--- src/rtl/uart_word_bridge.sv ---
// Word <-> byte bridge for the UART core: the TX side splits a word into bytes,
// the RX side assembles bytes into a word behind a one-entry output buffer.
//
// TX state | meaning
// ---------+-------------------------------------------------------
// IDLE     | waiting for a word, tx_ready high
// SEND     | presenting byte[index] to the UART core until accepted
module uart_word_bridge #(
    parameter int TX_BYTES   = 4,
    parameter int RX_BYTES   = 8,
    parameter int MSB_FIRST  = 1,
    parameter int RX_TIMEOUT = 100000
) (
    input  logic                  clk,
    input  logic                  reset,
    input  logic [8*TX_BYTES-1:0] tx_data,
    input  logic                  tx_valid,
    output logic                  tx_ready,
    output logic [7:0]            byte_tx_data,
    output logic                  byte_tx_valid,
    input  logic                  byte_tx_ready,
    input  logic [7:0]            byte_rx_data,
    input  logic                  byte_rx_valid,
    input  logic                  byte_rx_error,
    output logic [8*RX_BYTES-1:0] rx_data,
    output logic                  rx_valid,
    input  logic                  rx_ready,
    output logic                  rx_overflow,
    output logic                  rx_frame_err,
    output logic                  rx_timeout
);

    localparam int TXIW   = (TX_BYTES > 1) ? $clog2(TX_BYTES) : 1;
    localparam int RXIW   = (RX_BYTES > 1) ? $clog2(RX_BYTES) : 1;
    localparam int TMW    = (RX_TIMEOUT > 0) ? $clog2(RX_TIMEOUT + 1) : 1;
    localparam int TM_LIM = (RX_TIMEOUT > 0) ? RX_TIMEOUT - 1 : 0;

    localparam logic [TXIW-1:0] TX_LAST = TXIW'(TX_BYTES - 1);
    localparam logic [RXIW-1:0] RX_LAST = RXIW'(RX_BYTES - 1);
    localparam logic [TMW-1:0]  TM_END  = TMW'(TM_LIM);

    localparam logic [0:0] ST_IDLE = 1'b0;
    localparam logic [0:0] ST_SEND = 1'b1;

    logic [0:0]            tx_state;
    logic [8*TX_BYTES-1:0] tx_word;
    logic [TXIW-1:0]       tx_idx;
    logic [TXIW-1:0]       tx_slot;

    logic [RXIW-1:0]       rx_idx;
    logic [RXIW-1:0]       rx_slot;
    logic [8*RX_BYTES-1:0] rx_asm;
    logic [8*RX_BYTES-1:0] rx_asm_next;
    logic [TMW-1:0]        rx_timer;
    logic                  rx_good;
    logic                  rx_done;
    logic                  rx_load;

    // ---------------- TX path ----------------
    assign tx_ready      = (tx_state == ST_IDLE);
    assign byte_tx_valid = (tx_state == ST_SEND);

    always_comb begin
        tx_slot      = (MSB_FIRST != 0) ? (TX_LAST - tx_idx) : tx_idx;
        byte_tx_data = 8'h00;
        if (tx_state == ST_SEND) begin
            byte_tx_data = tx_word[{tx_slot, 3'b000} +: 8];
        end
    end

    always_ff @(posedge clk) begin
        if (reset) begin
            tx_state <= ST_IDLE;
            tx_word  <= '0;
            tx_idx   <= '0;
        end else begin
            case (tx_state)
                ST_IDLE: begin
                    if (tx_valid) begin
                        tx_word  <= tx_data;
                        tx_idx   <= '0;
                        tx_state <= ST_SEND;
                    end
                end
                default: begin
                    if (byte_tx_ready) begin
                        if (tx_idx == TX_LAST) begin
                            tx_state <= ST_IDLE;
                        end else begin
                            tx_idx <= tx_idx + 1'b1;
                        end
                    end
                end
            endcase
        end
    end

    // ---------------- RX path ----------------
    always_comb begin
        rx_slot     = (MSB_FIRST != 0) ? (RX_LAST - rx_idx) : rx_idx;
        rx_asm_next = rx_asm;
        rx_asm_next[{rx_slot, 3'b000} +: 8] = byte_rx_data;
    end

    assign rx_good = byte_rx_valid && !byte_rx_error;
    assign rx_done = rx_good && (rx_idx == RX_LAST);
    // The buffer can take a new word if empty or being drained on this same edge.
    assign rx_load = rx_done && (!rx_valid || rx_ready);

    always_ff @(posedge clk) begin
        if (reset) begin
            rx_idx       <= '0;
            rx_asm       <= '0;
            rx_timer     <= '0;
            rx_data      <= '0;
            rx_valid     <= 1'b0;
            rx_overflow  <= 1'b0;
            rx_frame_err <= 1'b0;
            rx_timeout   <= 1'b0;
        end else begin
            rx_frame_err <= 1'b0;
            rx_timeout   <= 1'b0;

            if (byte_rx_valid) begin
                rx_timer <= '0;
                if (byte_rx_error) begin
                    rx_idx       <= '0;
                    rx_frame_err <= 1'b1;
                end else begin
                    rx_asm <= rx_asm_next;
                    rx_idx <= rx_done ? '0 : rx_idx + 1'b1;
                end
            end else if ((RX_TIMEOUT > 0) && (rx_idx != '0)) begin
                // Timer saturates into the abort rather than ever wrapping.
                if (rx_timer == TM_END) begin
                    rx_idx     <= '0;
                    rx_timer   <= '0;
                    rx_timeout <= 1'b1;
                end else begin
                    rx_timer <= rx_timer + 1'b1;
                end
            end else begin
                rx_timer <= '0;
            end

            if (rx_load) begin
                rx_data  <= rx_asm_next;
                rx_valid <= 1'b1;
            end else if (rx_ready) begin
                rx_valid <= 1'b0;
            end

            if (rx_done && !rx_load) begin
                rx_overflow <= 1'b1;
            end
        end
    end

endmodule

--- config.mk ---
export PLATFORM = sky130hd
export DESIGN_NAME = uart_word_bridge
export DESIGN_NICKNAME = d
export VERILOG_FILES = /design/src/rtl/uart_word_bridge.sv
export SDC_FILE = /design/constraint.sdc
export NUM_CORES = 1
export LEC_CHECK = 0
export ABC_AREA = 1
export CAP_MARGIN = 20
export CORE_ASPECT_RATIO = 0.5
export CORE_MARGIN = 2
export CORE_UTILIZATION = 49
export CTS_BUF_LIST = sky130_fd_sc_hd__clkbuf_8 sky130_fd_sc_hd__clkbuf_16
export DETAILED_ROUTE_END_ITERATION = 8
export HOLD_SLACK_MARGIN = 0.08
export PLACE_DENSITY = 0.74
export SYNTH_ARGS = -nofsm -noshare
export SYNTH_HDL_FRONTEND = slang
export SYNTH_SLANG_ARGS = --single-unit
--- constraint.sdc ---
create_clock -name clk -period 1.9 [get_ports clk]
set_input_delay 0.19 -clock clk [delete_from_list [all_inputs] [get_ports clk]]
set_output_delay 0.19 -clock clk [all_outputs]
set_load 0.02 [all_outputs]
# Word level (Yosys, flattened, before mapping)
# Index checks and enable logic that the tools add are counted.
totals:
  elab_cells: 68
  out_inout_bits: 78
  inputBits: 47
  ff_bits: 187
classes:
  addsub: 6
  reduce_logical: 20
  shift: 3
  muxes: 19
  n_eq_ne: 5
  n_bitwise: 4
ops:
  columns: ["op", "n"]
  rows:
  - ["$bwmux 64", 1]
  - ["$shift 8x8->64 const A", 1]
  - ["$shiftx 8x8->64", 1]
  - ["$shiftx 32x6->8", 1]
  - ["$add 17x1->17 const B", 1]
  - ["$eq 17x17->1 const B", 1]
  - ["$mux 3", 5]
  - ["$mux 1", 8]
  - ["$mux 2", 4]
  - ["$mux 8", 1]
  - ["$neg 6->8", 1]
  - ["$reduce_bool 2->1", 4]
  - ["$reduce_and 2->1", 3]
  - ["$logic_and 1x1->1", 4]
  - ["$ne 2x2->1 const B", 2]
  - ["$not 1->1", 4]
  - ["$reduce_or 4->1", 1]
  - ["$add 3x1->3 const B", 1]
  - ["$eq 3x3->1 const B", 1]
  - ["$logic_not 1->1", 3]
  - ["$reduce_and 3->1", 1]
  - ["$reduce_bool 3->1", 1]
  - ["$reduce_or 3->1", 1]
  - ["$sub 3x3->3 const A", 1]
  - ["5 further kinds", 5]

# Depth between registers and ports, before layout
logic_depth:
  ltp_word: 6
  ltp_mapped: 13
  depth_no_buf: 10

# Worst setup path before layout
# OpenSTA, ideal clock, no wires.
synth_path:
  path_kind: "reg2reg"
  from: "register rx_idx[1]"
  to: "register rx_asm[0]"
  setup_ns: 0.115
  t_required_ns: 1.785
  path_buffers: 1
  arrival_time_ns: 1.651
  slack_ns: 0.133
  path_stages_with_launch: 10
  period_less_slack_ns: 1.767
  cell_sequence: "dfxtp_1 -> ha_1 -> ha_1 -> inv_1 -> nand3_1 -> nor2_2 -> buf_4 -> o21ai_0 -> o21ai_0 -> inv_1"
synth_via:
  elab_chain_cells: 4
  elab_cells_between_ends: 5
  classes_between: "add/sub: 2; shift: 2; mux: 1"
synth_lines:
  columns: ["item", "line", "rtl"]
  rows:
  - ["start: declaration", "50", "logic [RXIW-1:0] rx_idx;"]
  - ["start signal: assignment", "131", "rx_idx <= rx_done ? '0 : rx_idx + 1'b1;"]
  - ["$sub 3x3->3 (*)", "100", "rx_slot = (MSB_FIRST != 0) ? (RX_LAST - rx_idx) : rx_idx;"]
  - ["$neg 6->8 (*)", "102", "rx_asm_next[{rx_slot, 3'b000} +: 8] = byte_rx_data;"]
  - ["$shiftx 8x8->64 / $shift 8x8->64 (equally long branches)", "102", null]
  - ["$bwmux 64 (*)", "102", null]
  - ["end signal: assignment", "130", "rx_asm <= rx_asm_next;"]
  - ["end: declaration", "52", "logic [8*RX_BYTES-1:0] rx_asm;"]
# Every way passes the cells marked *; elsewhere a longest branch is shown, timed or not.
# A chain may end at the register's enable or synchronous reset.

# Worst setup path in the final report
layout_path:
  from: "register tx_idx[0]"
  to: "output port byte_tx_data[5]"
layout_via:
  elab_chain_cells: 3
layout_lines:
  columns: ["item", "line", "rtl"]
  rows:
  - ["start: declaration", "47", "logic [TXIW-1:0] tx_idx;"]
  - ["start signal: assignment", "90", "tx_idx <= tx_idx + 1'b1;"]
  - ["$sub 2x2->2", "64", "tx_slot = (MSB_FIRST != 0) ? (TX_LAST - tx_idx) : tx_idx;"]
  - ["$shiftx 32x6->8", "67", "byte_tx_data = tx_word[{tx_slot, 3'b000} +: 8];"]
  - ["$mux 8", "66", "if (tx_state == ST_SEND) begin"]
  - ["end: declaration", "19", "output logic [7:0] byte_tx_data,"]
# No other way between the ends.

==> metrics <==
CP endpoint kind=output pin; Layout Nets=1,401; drt drc=0; Num CTS Buffers=17; ANT cells=0; TritonCTS clock tree=built; sequential area share after synthesis=0.4490; # clock sinks=187; Root Driver=clkbuf_16; Post-synth EDFFs=0; CP arrival=1.66 ns; gr ovfl total=0; maximum number of pins on one net before global-route repair=101; synth unique cells=30; setup TNS=0 ns; Avg Cell Area, Syn=6.817 µm²; final core occ=0.6414; Slew Viols, Final=0; core area=16,520 µm²; Worst-path clk slew=0.07 ns; initial core utilization=0.5048; Post-DRT Antenna Nets=0; Via-to-Cell Ratio=slightly above 5; Leak Pwr=approximately 5.0 nW; Worst setup SP type=register; initial antenna violation count=0; die area=18,140 µm²; Die H=slightly below 100 µm; Netlist Area Pre-Place=8337 µm²; P&R area growth vs syn=27.06%; Final Cycle Share=0.9733; fill count=1,472; Row Count=33; Yosys warning count=0; PwrDens=819.6 nW/µm²; first-pass detailed-route iteration total=7; #FFs+latches synth=187; Worst-Margin Slew=between 0.4 and 0.5 ns; Cells after Synth=between 1,000 and 1,500; Max Root-Sink Buffers=2; Setup Crit Path Kind=reg -> out; H-tree levels=4; Req. time, crit path=between 1.5 and 2 ns; RSZ-0062 raised after global routing=no; Slew Limit Headroom=0.6823; routed len/inst=14.03 µm; Mapped Nets=1,276; largest vdd supply drop=between 0.6 and 0.7 mV; async set-reset flop share out of synthesis=0; clock skew=0.01045 ns; first-pass GRT wire length=35,410 µm; Hold Path Class=in -> reg; total power=0.008682 W; Top FF cell, synth=dfxtp_1; number of DRC markers in iteration 0=591; outcome=completed; maximum capacitance violations=0; Final Setup Violations=0; vias in the first global route=between 7,000 and 8,000; Total Wirelength=roughly 22,000 µm; input/output buffers=124; Worst Path Max Fanout=9; Final min period=1.849 ns; hpwl dp=about 15,000 µm; Worst-Skew Late Latency=around 0.44 ns; routability cong.=0.8500; Hold Vio Cnt, Final=0; Total GRT Usage=0.2489; share of cells above drive strength 1=0.08450; Via Count=8,002; Chip Width=188.5 µm; FMAX=between 500 and 600 MHz; IO Pins=125
[cell families after synthesis]
group | count (synthesis) | synth area share
simple gates | 449 | 0.2146
compound gates | 305 | 0.1842
buf+inv | 270 | 0.1369
flops | 187 | 0.4490
xor+xnor | 6 | 0.006303
fa+ha+maj | 6 | 0.009005
[final timing paths]
kind	slack, ns	start	to	depth (start not counted)
max reg2reg	0.11	rx_idx[0]$_SDFFE_PP0P_	rx_asm[13]$_SDFFE_PP0P_	8
min reg2reg	0.45	rx_timer[0]$_SDFF_PP0_	rx_timer[0]$_SDFF_PP0_	1
max	0.05	tx_idx[0]$_SDFFE_PP0P_	byte_tx_data[5]	6
min	0.13	reset	rx_asm[2]$_SDFFE_PP0P_	4
[flip-flops by register name, summed over array words and instances, names as in the netlist]
signal,flops
byte_tx_valid,1
rx_asm,64
rx_data,64
rx_frame_err,1
rx_idx,3
rx_overflow,1
rx_timeout,1
rx_timer,17
rx_valid,1
tx_idx,2
tx_word,32
[Yosys cell counts (5+ instances only)]
cell type	count	area share
dfxtp_1	187	0.45
nor2_1	313	0.14
o21ai_1	69	0.041
nand2_1	93	0.042
xor2_1	5	0.0053
buf_1	10	0.0045
nand3_1	19	0.011
a21oi_1	62	0.037
inv_1	201	0.090
nor3_1	7	0.0042
ha_1	6	0.0090
buf_6	10	0.014
clkbuf_1	24	0.011
buf_2	19	0.011
o21ai_0	170	0.10
[power breakdown]
part | internal [W] | switching, W | total (W)
Sequential | 0.00406 | 0.0000701 | 0.00414
Combinational | 0.000328 | 0.000531 | 0.000859
Clock | 0.00199 | 0.00170 | 0.00369
Total | 0.00638 | 0.00230 | 0.00868
[final cells by class]
type	count	area (µm²)	area share
Clock inverter	15	175.2	0.01654
Sequential cell	187	3750	0.3540
Timing Repair Buffer	172	1684	0.1590
Clock buffer	17	425.4	0.04016
Tap cell	227	284.0	0.02681
Multi-Input combinational cell	766	3502	0.3306
Inverter	204	772.0	0.07288
[placed cells by master, fill, tap and decap left out, types with 3 or more instances in the layout]
cell type	count
inv_6	6
nor2_4	5
buf_4	41
ha_1	3
buf_2	5
nand2_1	91
clkbuf_16	18
nand3_2	3
nor2_1	313
o21ai_1	80
inv_8	3
nand3_1	18
inv_1	199
xor2_1	5
or2_2	4
nor3_1	7
dfxtp_1	184
buf_12	8
nand4_1	3
clkinvlp_4	3
a21oi_1	60
o21ai_0	159
clkdlybuf4s50_1	114
[metrics by stage]
| step | hold slack, ns | instances | cell area [µm²] | setup WS (ns) |
|---|---|---|---|---|
| detailed placement | 0.4428 | 1549 | 9862 | -0.06650 |
| CTS | 0.1150 | 1587 | 10540 | 0.003872 |
| floorplan | 0.2693 | 1223 | 8337 | 0.1334 |
| finish | 0.1284 | 1588 | 10590 | 0.05075 |
| global placement | 0.4302 | 1549 | 9862 | 0.01582 |
| global route | 0.1538 | 1588 | 10590 | 0.00009837 |
[what timing repair did]
| item | in CTS | in global routing |
|---|---|---|
| setup buffers | 6 | 0 |
| gates cloned | 0 | 1 |
| endpoints found under the setup margin | 57 | 128 |
| hold buffers | 0 | 0 |
| pin swaps | 4 | 5 |
| endpoints found under the hold margin | 0 | 0 |
| gates resized for setup | 36 | 24 |
[worst max-delay path, stage by stage (launching register included)]
cell	delay (ns)
dfxtp_4	0.37
buf_6	0.14
nor2_1	0.05
nor2_1	0.15
o21ai_1	0.12
a21oi_2	0.21
buf_4	0.18
[routing by layer]
metal | part of all wire | up-vias | track usage
met1 | 0.45 | 3655 | 0.3062
met4 | 0.028 | 0 | 0.1087
met5 | 0 | - | 0
met3 | 0.075 | 55 | 0.07036
met2 | 0.45 | 255 | 0.4142
li1 | - | 4037 | -
No activity file was read; power rests on OpenSTA's default activity.
